File: src/rtl/cpu_mem_if.sv
// Memory bus between cpu_core (master) and its instruction/data memory (slave).
// req/we/addr/wdata/rdata/ack carry the core's o_mem_* / i_mem_* signals.
interface cpu_mem_if #(
  parameter int DATA_W = 8,
  parameter int ADDR_W = 4
);
  logic              req;
  logic              we;
  logic [ADDR_W-1:0] addr;
  logic [DATA_W-1:0] wdata;
  logic [DATA_W-1:0] rdata;
  logic              ack;

  modport master (output req, we, addr, wdata, input rdata, ack);
  modport slave  (input req, we, addr, wdata, output rdata, ack);
endinterface

File: src/rtl/cpu_core.sv
// Accumulator CPU core: fetch/decode/memory FSM over a req/ack memory bus.
// Define CPU_CORE_STA_EN to implement STA; otherwise opcode 0100 runs as NOP.
//
// state    | meaning
// S_FETCH  | request instruction at PC, load IR and bump PC on ack
// S_DECODE | execute register/jump ops, dispatch memory ops or halt
// S_MEM    | data access at operand address for LDA/ADD/SUB/STA
// S_HALT   | idle until reset
module cpu_core #(
  parameter int DATA_W = 8,
  parameter int ADDR_W = 4
) (
  input  logic              i_clk,
  input  logic              i_rst,
  cpu_mem_if.master         mem,
  output logic [DATA_W-1:0] o_out,
  output logic              o_out_valid,
  output logic              o_halted,
  output logic [ADDR_W-1:0] o_pc
);
  localparam logic [3:0] OP_LDA = 4'h1, OP_ADD = 4'h2, OP_SUB = 4'h3, OP_STA = 4'h4,
                         OP_LDI = 4'h5, OP_JMP = 4'h6, OP_JC  = 4'h7, OP_JZ  = 4'h8,
                         OP_JNZ = 4'h9, OP_OUT = 4'hE, OP_HLT = 4'hF;

  typedef enum logic [1:0] {S_FETCH, S_DECODE, S_MEM, S_HALT} state_t;

  state_t            state, state_nxt;
  logic [DATA_W-1:0] a_q, ir_q;
  logic [ADDR_W-1:0] pc_q;
  logic              c_q, z_q;
  logic              req_q, req_nxt;

  logic [3:0]        opcode;
  logic [ADDR_W-1:0] operand;
  logic [DATA_W-1:0] imm;
  logic [DATA_W:0]   sum;
  logic [DATA_W-1:0] diff;
  logic              done, is_sta, needs_mem;

  assign opcode  = ir_q[DATA_W-1 -: 4];
  assign operand = ir_q[ADDR_W-1:0];
  assign imm     = {4'b0000, ir_q[DATA_W-5:0]};
  assign sum     = {1'b0, a_q} + {1'b0, mem.rdata};
  assign diff    = a_q - mem.rdata;
  assign done    = req_q & mem.ack;

`ifdef CPU_CORE_STA_EN
  assign is_sta  = (opcode == OP_STA);
  assign mem.we  = (state == S_MEM) && is_sta;
`else
  assign is_sta  = 1'b0;
  assign mem.we  = 1'b0;
`endif

  assign needs_mem = (opcode == OP_LDA) || (opcode == OP_ADD) || (opcode == OP_SUB) || is_sta;

  // req is registered so reset clears it at once and the first fetch starts one edge after release
  assign mem.req   = req_q;
  assign mem.addr  = (state == S_MEM) ? operand : pc_q;
  assign mem.wdata = a_q;
  assign o_halted  = (state == S_HALT);
  assign o_pc      = pc_q;

  always_ff @(posedge i_clk or negedge i_rst) begin
    if (!i_rst) begin
      state <= S_FETCH;
      req_q <= 1'b0;
    end else begin
      state <= state_nxt;
      req_q <= req_nxt;
    end
  end

  always_comb begin
    state_nxt = state;
    req_nxt   = req_q;
    case (state)
      S_FETCH: begin
        if (done) begin
          state_nxt = S_DECODE;
          req_nxt   = 1'b0;
        end else begin
          req_nxt   = 1'b1;
        end
      end
      S_DECODE: begin
        if (opcode == OP_HLT) begin
          state_nxt = S_HALT;
          req_nxt   = 1'b0;
        end else if (needs_mem) begin
          state_nxt = S_MEM;
          req_nxt   = 1'b1;
        end else begin
          state_nxt = S_FETCH;
          req_nxt   = 1'b1;
        end
      end
      S_MEM: begin
        req_nxt = 1'b1;
        if (done) state_nxt = S_FETCH;
      end
      S_HALT:  req_nxt = 1'b0;
      default: begin
        state_nxt = S_FETCH;
        req_nxt   = 1'b0;
      end
    endcase
  end

  always_ff @(posedge i_clk or negedge i_rst) begin
    if (!i_rst) begin
      a_q         <= '0;
      ir_q        <= '0;
      pc_q        <= '0;
      c_q         <= 1'b0;
      z_q         <= 1'b0;
      o_out       <= '0;
      o_out_valid <= 1'b0;
    end else begin
      o_out_valid <= 1'b0;
      case (state)
        S_FETCH: begin
          if (done) begin
            ir_q <= mem.rdata;
            pc_q <= pc_q + 1'b1;
          end
        end
        S_DECODE: begin
          case (opcode)
            OP_LDI: a_q <= imm;
            OP_JMP: pc_q <= operand;
            OP_JC:  if (c_q)  pc_q <= operand;
            OP_JZ:  if (z_q)  pc_q <= operand;
            OP_JNZ: if (!z_q) pc_q <= operand;
            OP_OUT: begin
              o_out       <= a_q;
              o_out_valid <= 1'b1;
            end
            default: ;
          endcase
        end
        S_MEM: begin
          if (done) begin
            case (opcode)
              OP_LDA: a_q <= mem.rdata;
              OP_ADD: begin
                a_q <= sum[DATA_W-1:0];
                c_q <= sum[DATA_W];
                z_q <= (sum[DATA_W-1:0] == '0);
              end
              OP_SUB: begin
                a_q <= diff;
                c_q <= (a_q >= mem.rdata);
                z_q <= (diff == '0);
              end
              default: ;
            endcase
          end
        end
        default: ;
      endcase
    end
  end
endmodule

File: src/flat_wrapper.sv
// flat-port wrapper written by rule: the top's interface ports become plain ports
module cpu_core_flat 
#(
  parameter int DATA_W = 8,
  parameter int ADDR_W = 4
)
  (i_clk, i_rst, o_out, o_out_valid, o_halted, o_pc, mem_req, mem_we, mem_addr, mem_wdata, mem_rdata, mem_ack);
  cpu_mem_if #(.DATA_W(DATA_W), .ADDR_W(ADDR_W)) mem_i ();
  input  logic i_clk;
  input  logic i_rst;
  output logic [DATA_W-1:0] o_out;
  output logic o_out_valid;
  output logic o_halted;
  output logic [ADDR_W-1:0] o_pc;
  output wire logic [$bits(mem_i.req)-1:0] mem_req;
  output wire logic [$bits(mem_i.we)-1:0] mem_we;
  output wire logic [$bits(mem_i.addr)-1:0] mem_addr;
  output wire logic [$bits(mem_i.wdata)-1:0] mem_wdata;
  input wire logic [$bits(mem_i.rdata)-1:0] mem_rdata;
  input wire logic [$bits(mem_i.ack)-1:0] mem_ack;
  assign mem_req = mem_i.req;
  assign mem_we = mem_i.we;
  assign mem_addr = mem_i.addr;
  assign mem_wdata = mem_i.wdata;
  assign mem_i.rdata = mem_rdata;
  assign mem_i.ack = mem_ack;
  cpu_core #(.DATA_W(DATA_W), .ADDR_W(ADDR_W)) u_core (.i_clk(i_clk), .i_rst(i_rst), .mem(mem_i), .o_out(o_out), .o_out_valid(o_out_valid), .o_halted(o_halted), .o_pc(o_pc));
endmodule
File: config.mk
export PLATFORM = sky130hd
export DESIGN_NAME = cpu_core_flat
export DESIGN_NICKNAME = d
export VERILOG_FILES = /design/src/rtl/cpu_mem_if.sv /design/src/rtl/cpu_core.sv /design/src/flat_wrapper.sv
export SDC_FILE = /design/constraint.sdc
export NUM_CORES = 1
export LEC_CHECK = 0
export CORE_MARGIN = 2
export CORE_UTILIZATION = 50
export CTS_CLUSTER_SIZE = 40
export DETAILED_ROUTE_END_ITERATION = 10
export HOLD_SLACK_MARGIN = 0.06
export PLACE_DENSITY_LB_ADDON = 0.2
export SYNTH_ARGS = -nofsm -noshare
export SYNTH_HDL_FRONTEND = slang
export SYNTH_SLANG_ARGS = --single-unit
File: constraint.sdc
create_clock -name i_clk -period 7.3 [get_ports i_clk]
set_input_delay 1.825 -clock i_clk [delete_from_list [all_inputs] [get_ports i_clk]]
set_output_delay 1.825 -clock i_clk [all_outputs]
set_load 0.1 [all_outputs]
Word-level counts from Yosys, hierarchy flattened --
Cells that the tools add are included.
Storage, ports and cells: output and inout bits 28, ROM bits 0, input port bits 11, latch bits 0, register bits 34, bits in writable memories 0, memories kept 0, logic and storage cells 73
Cells by class: div/mod/pow operators 0, $lt $le $gt $ge 1, add/subtract/negate cells 3, $mul 0, mux-type cells 23, bitwise logic cells 1, shift operators 0, equality and inequality tests 21, reduce and logical (&&, ||, !) cells 15
Operator list (number):
- 8-bit case mux with 3 select lines | 1
- 4-bit 2-to-1 mux | 5
- 4-bit equality test, second input constant | 4
- 8-bit logical NOT | 2
- 8-bit 2-to-1 mux | 2
- 4-bit case mux with 4 select lines | 1
- 8-bit case mux with 2 select lines | 1
- 4-bit by 3-bit equality test with 1-bit output, second input constant | 3
- 8-bit by 8-bit adder with 9-bit output | 1
- 4-bit by 2-bit equality test with 1-bit output, second input constant | 2
- 8-bit >= comparator | 1
- 2-bit 2-to-1 mux | 4
- 4-bit case mux with 2 select lines | 1
- 8-bit subtractor | 1
- 3-bit by 2-bit inequality test with 1-bit output, second input constant | 2
- 2-bit case mux with 3 select lines | 1
- 3-bit AND reduction | 2
- 6-bit AND reduction | 1
- 2-bit nonzero test | 3
- 5-bit inequality test, second input constant | 1
- 4-bit by 1-bit adder with 4-bit output, second input constant | 1
- 2-bit equality test, second input constant | 2
- 4-bit by 1-bit equality test with 1-bit output, second input constant | 1
- 1-bit 2-to-1 mux | 4
- other kinds (13) | 17

Logic depth before layout (Yosys ltp) --
Gate-level depths: netlist (run 1).
depth in word-level cells 6, depth in mapped cells 10, depth with buffers taken out 10

Worst setup path before layout (run 1) --
OpenSTA, ideal clock, no wires.
path kind input to register, start input port mem_rdata[0], end register u_core.z_q, stages on the path 5, path slack 3.647 ns, setup time 0.076 ns, arrival 3.577 ns, buffers on the path 0, required time 7.224 ns, cell sequence ha_1 fa_1 or4_1 or4b_1 o21ai_1
On the way: word-level cells in the longest chain between the ends 3, elaborated cells between the ends (all ways) 5, those cells by class add/sub: 2; mux: 1; reduce/logical: 2
Ends and longest elaborated chain:
- from (decl) | line flat_wrapper.sv:19 | input wire logic [$bits(mem_i.rdata)-1:0] mem_rdata;
- 8-bit subtractor / 8-bit by 8-bit adder with 9-bit output (equally long branches) | line cpu_core.sv:44, cpu_core.sv:43
- 8-bit logical NOT, on equally long branches | line cpu_core.sv:154, cpu_core.sv:149
- 1-bit case mux with 2 select lines (*) | line cpu_core.sv:144 | case (opcode)
- to (signal assigned) | line cpu_core.sv:149 | z_q <= (sum[DATA_W-1:0] == '0);
- to (signal assigned) | line cpu_core.sv:154 | z_q <= (diff == '0);
- to (decl) | line cpu_core.sv:30 | logic c_q, z_q;
Mark *: on every way between the ends. The rest lies on a longest branch, timed or not. A chain may end at the register's enable or synchronous reset.

Final worst setup path (run 1) --
start register u_core.state[0], end output port mem_addr[0]
On the way: word-level cells in the longest chain between the ends 2
Ends and longest elaborated chain:
- from (decl) | line cpu_core.sv:27 | state_t state, state_nxt;
- from (signal assigned) | line cpu_core.sv:69 | state <= state_nxt;
- 2-bit equality test | line cpu_core.sv:59 | assign mem.addr = (state == S_MEM) ? operand : pc_q;
- 4-bit 2-to-1 mux | line cpu_core.sv:59
- to (decl) | line flat_wrapper.sv:17 | output wire logic [$bits(mem_i.addr)-1:0] mem_addr;
No other way between the ends.

==> flow_metrics.tcl, run 1 <==
set metrics [dict create \
    status "finished clean" \
    avgSynthCellArea_um2 8.64 \
    r2r_start "u_core.state[0]" \
    drc 0 \
    clkTransAtPathRegs_ps 70 \
    postCtsHoldBufs 0 \
    worstMarginPinSlew_ps 980 \
    startpoint "u_core.state[0]" \
    routed_wl_mm 6.71 \
    die_x_um 76.7 \
    synth_fp_nets 341 \
    dr.pass1.iters 4 \
    insertion_delay_ps 280 \
    syn-cell-area_um2 2640 \
    drt_iter0_drc 120 \
    rows 26 \
    ys_types 53 \
    port_buffers 37 \
    end_kind "output pin" \
    final-hold-violation-count 0 \
    required_ps 5480 \
    cts_root_buf "clkbuf_8" \
    rsz0062_at_grt "false" \
    setup_viol 0 \
    grt_max_degree 35 \
    wl_per_cell_um 16.6 \
    syn_to_final_growth_pct 17.5 \
    totalNegativeSetupSlack_ps 0 \
    boundaryPins 39 \
    clock.fmax_mhz 212 \
    dieArea_um2 5890 \
    instances_no_fill 405 \
    finalClockSkew_ps 2.29 \
    cts_resized 0 \
    yosys_most_used_dff "dfrtp_1" \
    relSlewSlack 0.345 \
    die_y_um 76.7 \
    core_area_um2 5110 \
    cts_tree "done" \
    critPathSlowestCell "clkdlybuf4s50_1" \
    grt_overflow_total 0 \
    viasPerCell 5.69 \
    n_antenna_cell 0 \
    dp.cells 398 \
    antenna_found_initial 0 \
    synth-seq-cells 34 \
    fin_area_um2 3110 \
    clock-sinks 34 \
    ant_nets 0 \
    htreeDepth 2 \
    holdCritPathClass "flop to flop" \
    drive_gt1_frac 0.0836 \
    fin_crit_ps 4720 \
    crit_end "mem_addr[0]" \
    cp_slowest_stage_delay_ps 1120 \
    synth-edff-count 0 \
    regToRegSetupSlack_ps 4420 \
    postCtsSetupBuffers 0 \
    fin_nets 370 \
    arrival_ps 2890 \
    gp_congestion 0.918 \
    dp_hpwl_mm 5.00 \
    place_area_um2 3030 \
    start_kind "flop" \
    cp_top_family "buffers and inverters" \
    synth_warnings 0 \
    cp.buffers_inverters 2 \
    cts.path.max_buffers 2 \
    synthCells 306 \
    period_share 0.646 \
    grtUsageTotal 0.236 \
    ys_seq_area_frac 0.322 \
    crit_chain "inv_1, ha_1, mux2_2, clkdlybuf4s50_1" \
    dr_total_vias 2306 \
    path_max_fanout 18 \
    async_flop_share 1.00 \
    reg2reg_to "u_core.z_q" \
    crit_cells 4 \
    crit_type "flop to output pin" \
    r2r_cells 7 \
    grt_pass1_wl_mm 11.0 \
    cts_made_buffers 5 \
    slew_violations 0 \
    cap_violations 0 \
    initial_core_util 0.518 \
    grt_pass1_vias 2263 \
]
## worst min path at each step
| stage | start | cells after the start | slack, ps | end |
|---|---|---|---|---|
| finish | u_core.c_q | 2 | 490 | u_core.c_q |
| global route | u_core.o_out[6] | 1 | 530 | u_core.o_out[6] |
| CTS | u_core.c_q | 2 | 490 | u_core.c_q |
| detailed placement | u_core.c_q | 2 | 480 | u_core.c_q |
| global placement | u_core.c_q | 2 | 480 | u_core.c_q |
| floorplan | u_core.c_q | 2 | 450 | u_core.c_q |
## logic make-up (layout without fill, tap and decap cells)
| family | count (synthesis) | after routing | share of synthesized area |
|---|---|---|---|
| flip-flops | 34 | 34 | 0.322 |
| AO/OA/AOI/OAI | 79 | 79 | 0.189 |
| buffers and inverters | 37 | 66 | 0.0610 |
| multiplexers | 22 | 22 | 0.0894 |
| adder cells (fa/ha/maj) | 24 | 24 | 0.119 |
| other | 1 | 1 | 0.00142 |
| XOR/XNOR | 11 | 11 | 0.0364 |
| AND/OR/NAND/NOR | 98 | 98 | 0.181 |
## stage by stage
step / setup WS (ps) / util / hold slack, ps
5_1_grt: 2420 / 0.608 / 531
3_5_place_dp: 2880 / 0.593 / 479
2_1_floorplan: 3650 / - / 449
6_report: 2580 / 0.608 / 494
3_3_place_gp: 2930 / 0.593 / 479
4_1_cts: 2560 / 0.608 / 494
## registers in the layout, summed over array words and instances (netlist names)
| signal | count |
|---|---|
| u_core.c_q | 1 |
| u_core.ir_q | 8 |
| u_core.mem.req | 1 |
| u_core.mem.wdata | 8 |
| u_core.o_out | 8 |
| u_core.o_out_valid | 1 |
| u_core.o_pc | 4 |
| u_core.state | 2 |
| u_core.z_q | 1 |
## area by class of cell
class	instances	area, um^2
Clock inverter	2	10.0
Tap cell	70	87.6
Clock buffer	5	68.8
Sequential cell	34	851
Multi-Input combinational cell	235	1630
Inverter	21	78.8
Fill cell	456	2000
Timing Repair Buffer	38	378
## worst register-to-register path: cells and delay by family, from the launching register on
family,cells,cell delay (ps)
AO/OA/AOI/OAI,1,140
AND/OR/NAND/NOR,4,1480
adder cells (fa/ha/maj),1,650
flip-flops,1,430
buffers and inverters,1,120
## Yosys cell counts (3+ instances only)
cell type / number / area share
a211oi_1: 6 / 0.017
a21oi_1: 18 / 0.034
clkbuf_1: 12 / 0.017
dfrtp_1: 34 / 0.32
ha_1: 22 / 0.10
inv_1: 21 / 0.030
mux2_2: 13 / 0.055
mux2i_1: 9 / 0.034
nand2_1: 36 / 0.051
nand2b_1: 4 / 0.0095
nand3_1: 6 / 0.011
nor2_1: 22 / 0.031
nor3_1: 11 / 0.021
o21ai_0: 28 / 0.053
o31a_1: 3 / 0.0099
xnor2_1: 7 / 0.023
xor2_1: 4 / 0.013
## cells in the final DEF, fill, tap and decap left out, drive strengths merged, types with 12 or more instances in the layout
master / instances
clkdlybuf4s50: 37
nand2: 36
dfrtp: 34
o21ai: 29
nor2: 22
ha: 22
inv: 21
a21oi: 18
mux2: 13
nor3: 12
## metal layers
metal	GRT usage	up-vias	share of wire
met5	0	-	0
met3	0.0435	8	0.052
met1	0.315	1097	0.45
met2	0.390	77	0.49
met4	0.0745	0	0.0085
li1	-	1124	-
Power of run 1 is left out: the tool's default activity adds up to more than one toggle a clock period on the data nets, which glitch-free logic cannot reach.
==> run 2: changes to the inputs <==
Clock period 7.3 ns to 4.4 ns, I/O delays scaled along.
==> run 2 against run 1 <==
Net effect: register-to-register slack got worse by 3000 ps; worst setup slack lost 1500 ps; critical path depth is the same; die area unchanged; wire length down 0.55%; clock skew rose by 8.2 ps; global-route usage is 0.60 points higher.
==> flow_metrics.tcl, run 2 (synthesis gave the netlist of run 1 again) <==
set metrics [dict create \
    post-place-ws_ps 844 \
    port_buffers 37 \
    dieArea_um2 5890 \
    rows 26 \
    layout_commonest_cell "nand2_1" \
    relSlewSlack 0.345 \
    routed_wl_mm 6.67 \
    initial_core_util 0.518 \
    holdCritPathClass "flop to flop" \
    arrival_ps 2200 \
    clock-sinks 34 \
    totalNegativeSetupSlack_ps 0 \
    mostFrequentLayoutCells "nand2_1 (36), dfrtp_1 (34), clkdlybuf4s50_1 (33)" \
    grt_pass1_wl_mm 11.4 \
    antenna_found_initial 0 \
    grt_max_degree 35 \
    multi_input_area_um2 1630 \
    seq_area_um2 851 \
    path_max_fanout 18 \
    cap_violations 0 \
    cp_slowest_stage_delay_ps 690 \
    grt_pass1_vias 2302 \
    drt_iter0_drc 116 \
    drc 0 \
    rsz0062_at_grt "false" \
    cts_tree "done" \
    ant_nets 0 \
    drive_gt1_frac 0.0982 \
    cts_made_buffers 5 \
    htreeDepth 2 \
    grtUsageTotal 0.242 \
    die_x_um 76.7 \
    final-hold-violation-count 0 \
    n_antenna_cell 0 \
    core_area_um2 5110 \
    critPathSlowestCell "ha_1" \
    boundaryPins 39 \
    dp.cells 398 \
    crit_type "flop to output pin" \
    insertion_delay_ps 300 \
    start_kind "flop" \
    setup_viol 0 \
    slew_violations 0 \
    final.setup.worst_slack_ps 1100 \
    dr_total_vias 2267 \
    syn_to_final_growth_pct 17.7 \
    die_y_um 76.7 \
    postCtsSetupBuffers 0 \
    crit_chain "inv_1, ha_1, mux2_2, buf_4" \
    dr.pass1.iters 4 \
    gp_congestion 0.879 \
    finalClockSkew_ps 10.5 \
    required_ps 3300 \
    clkTransAtPathRegs_ps 80 \
    fillers 493 \
    status "finished clean" \
    wl_per_cell_um 16.4 \
    dp_hpwl_mm 4.97 \
    cts_resized 0 \
    cts_root_buf "clkbuf_8" \
    cts.path.max_buffers 2 \
    grt_overflow_total 0 \
    end_kind "output pin" \
    viasPerCell 5.58 \
    fin_crit_ps 3300 \
    clock.fmax_mhz 303 \
    period_share 0.750 \
    postCtsHoldBufs 0 \
    instances_no_fill 406 \
    worstMarginPinSlew_ps 980 \
    fin_nets 370 \
]
## run 2: changes by cell type in the layout (fill, tap and decap cells not counted), sizes merged
cell / previous run / this run
clkdlybuf4s50: 37 / 33
clkbuf: 5 / 6
clkinvlp: 0 / 1
clkinv: 2 / 1
buf: 1 / 5
## run 2: layout make-up
cell class / count / share of cell area
Sequential cell: 34 / 0.273
Timing Repair Buffer: 38 / 0.118
Clock inverter: 2 / 0.00402
Clock buffer: 6 / 0.0265
Tap cell: 70 / 0.0281
Inverter: 21 / 0.0253
Multi-Input combinational cell: 235 / 0.524
## run 2: worst paths after layout
kind / startpoint / endpoint / slack, ps / cells after the start
max in group asynchronous: i_rst / u_core.ir_q[1] / 2840 / 2
max: u_core.state[0] / mem_addr[2] / 1100 / 4
min: u_core.o_out[7] / u_core.o_out[7] / 510 / 1
min reg2reg: u_core.o_out[7] / u_core.o_out[7] / 510 / 1
max reg2reg: u_core.state[0] / u_core.z_q / 1450 / 7
min in group asynchronous: i_rst / u_core.mem.wdata[5] / 1230 / 2
## run 2: through the flow
| step | cell area [um^2] | hold slack [ps] | util |
|---|---|---|---|
| after CTS | 3110 | 517 | 0.609 |
| after global placement | 3020 | 489 | 0.591 |
| after floorplan | 2640 | 449 | - |
| after global routing | 3110 | 531 | 0.609 |
| after detailed placement | 3020 | 496 | 0.591 |
| final | 3110 | 511 | 0.609 |
## run 2: per-layer routing
| layer | track usage | part of all wire | up-vias |
|---|---|---|---|
| li1 | - | - | 1128 |
| met1 | 0.319 | 0.45 | 1057 |
| met2 | 0.402 | 0.49 | 68 |
| met3 | 0.0447 | 0.044 | 14 |
| met4 | 0.0818 | 0.018 | 0 |
| met5 | 0 | 0 | - |
## run 2: critical path, delay by kind of cell (launching register included)
family	cells	cell delay, ps
adder cells (fa/ha/maj)	1	690
flip-flops	1	440
multiplexers	1	410
buffers and inverters	2	350
Power of run 2 is left out for the same reason.
==> run 3: changes to the inputs <==
Clock period 4.4 ns to 2.92 ns, I/O delays scaled along.
==> run 3 against run 2 <==
Net effect: first-iteration DRC count is 14% higher; die area stayed put; critical path depth rose by 6; global-route usage up 0.72 points; worst hold slack got worse by 4.0 ps; wire length increased by 3.7%; cell count is 9.9% higher.
==> flow_metrics.tcl, run 3 (synthesis gave the netlist of run 1 again) <==
set metrics [dict create \
    required_ps 3140 \
    regToRegSetupSlack_ps 580 \
    start_kind "input port" \
    core_area_um2 5110 \
    fin_nets 410 \
    postCtsSetupBuffers 0 \
    grt_overflow_total 0 \
    dp.cells 438 \
    fin_crit_ps 2770 \
    drc 0 \
    worstMarginPinSlew_ps 707 \
    relSlewSlack 0.526 \
    grt_pass1_vias 2447 \
    insertion_delay_ps 290 \
    dr.pass1.iters 5 \
    ant_nets 0 \
    holdCritPathClass "flop to flop" \
    dr_total_vias 2495 \
    die_x_um 76.7 \
    whs_ps 507 \
    grt_pass1_wl_mm 11.7 \
    cts.path.max_buffers 2 \
    htreeDepth 2 \
    grt_max_degree 35 \
    cts_made_buffers 5 \
    r2r_cells 5 \
    r2r_start "u_core.ir_q[5]" \
    setup_viol 0 \
    cap_violations 0 \
    layout_commonest_cell "buf_4" \
    die_y_um 76.7 \
    crit_chain "clkdlybuf4s50_1, inv_1, ha_1, buf_4, nand2_1, nor2_1, a2111oi_0, o2111ai_1, o31a_1, o21ai_1" \
    clock.fmax_mhz 361 \
    routed_wl_mm 6.92 \
    instances_no_fill 446 \
    viasPerCell 5.59 \
    end_kind "flop" \
    path_max_fanout 6 \
    drt_iter0_drc 132 \
    mostFrequentLayoutCells "buf_4 (64), nand2_1 (36), dfrtp_1 (34)" \
    rows 26 \
    rsz0062_at_grt "false" \
    period_share 0.950 \
    cp_top_family "compound AO/OA/AOI/OAI gates" \
    reg2reg_to "u_core.z_q" \
    drive_gt1_frac 0.261 \
    holdPathStages 1 \
    finalClockSkew_ps 4.35 \
    cp.buffers_inverters 3 \
    wl_per_cell_um 15.5 \
    syn_to_final_growth_pct 29.2 \
    critPathSlowestCell "clkdlybuf4s50_1" \
    dieArea_um2 5890 \
    dp_hpwl_mm 5.37 \
    initial_core_util 0.518 \
    hold_end "u_core.o_out[7]" \
    status "finished clean" \
    arrival_ps 2990 \
    grtUsageTotal 0.250 \
    cp_slowest_stage_delay_ps 530 \
    cts_root_buf "clkbuf_8" \
    slew_violations 0 \
    crit_type "input port to flop" \
    antenna_found_initial 0 \
    port_buffers 37 \
    crit_cells 10 \
    cts_tree "done" \
    fin_util 0.669 \
    holdCritStartpoint "u_core.o_out[7]" \
    totalNegativeSetupSlack_ps 0 \
    boundaryPins 39 \
    gp_congestion 0.866 \
    n_antenna_cell 0 \
    clkTransAtPathRegs_ps 70 \
    final-hold-violation-count 0 \
    clock-sinks 34 \
]
-- run 3: per-stage QoR --
stage | setup slack [ps] | cell area (um^2)
6_report | 147 | 3410
5_1_grt | 37.6 | 3410
4_1_cts | 63.5 | 3400
3_5_place_dp | -237 | 3310
3_3_place_gp | -230 | 3310
2_1_floorplan | 48.3 | 2640
-- run 3: what timing repair did --
action | 4_1_cts | 5_1_grt
resized for setup | 0 | 3
hold buffers | 0 | 0
setup endpoints to repair | 0 | 3
-- run 3: worst max-delay path by stage --
stage / endpoint / slack, ps / from
after floorplan: u_core.z_q / 50 / u_core.mem.wdata[0]
after global placement: u_core.z_q / -230 / mem_rdata[0]
after detailed placement: u_core.z_q / -240 / mem_rdata[0]
after CTS: u_core.z_q / 60 / mem_rdata[0]
after global routing: u_core.z_q / 40 / mem_rdata[4]
final: u_core.z_q / 150 / mem_rdata[4]
-- run 3: worst reg2reg max path, stage by stage (launching register included) --
cell	delay, ps
dfrtp_1	500
nor3b_4	470
nand3_2	150
or4_1	510
or4b_1	500
o21ai_1	130
-- run 3: cell type report --
type / instances / area, um^2
multi-input cells: 235 / 1640
clock buffers: 6 / 82.6
repair buffers: 78 / 663
flip-flops and latches: 34 / 851
fillers: 449 / 1690
clock inverters: 2 / 12.5
well taps: 70 / 87.6
inverters: 21 / 78.8
-- run 3: metal layers --
metal,GRT usage,part of all wire
met1,0.319,0.44
met2,0.427,0.50
met3,0.0459,0.048
met4,0.0782,0.015
met5,0,0
Power of run 3 is left out for the same reason.
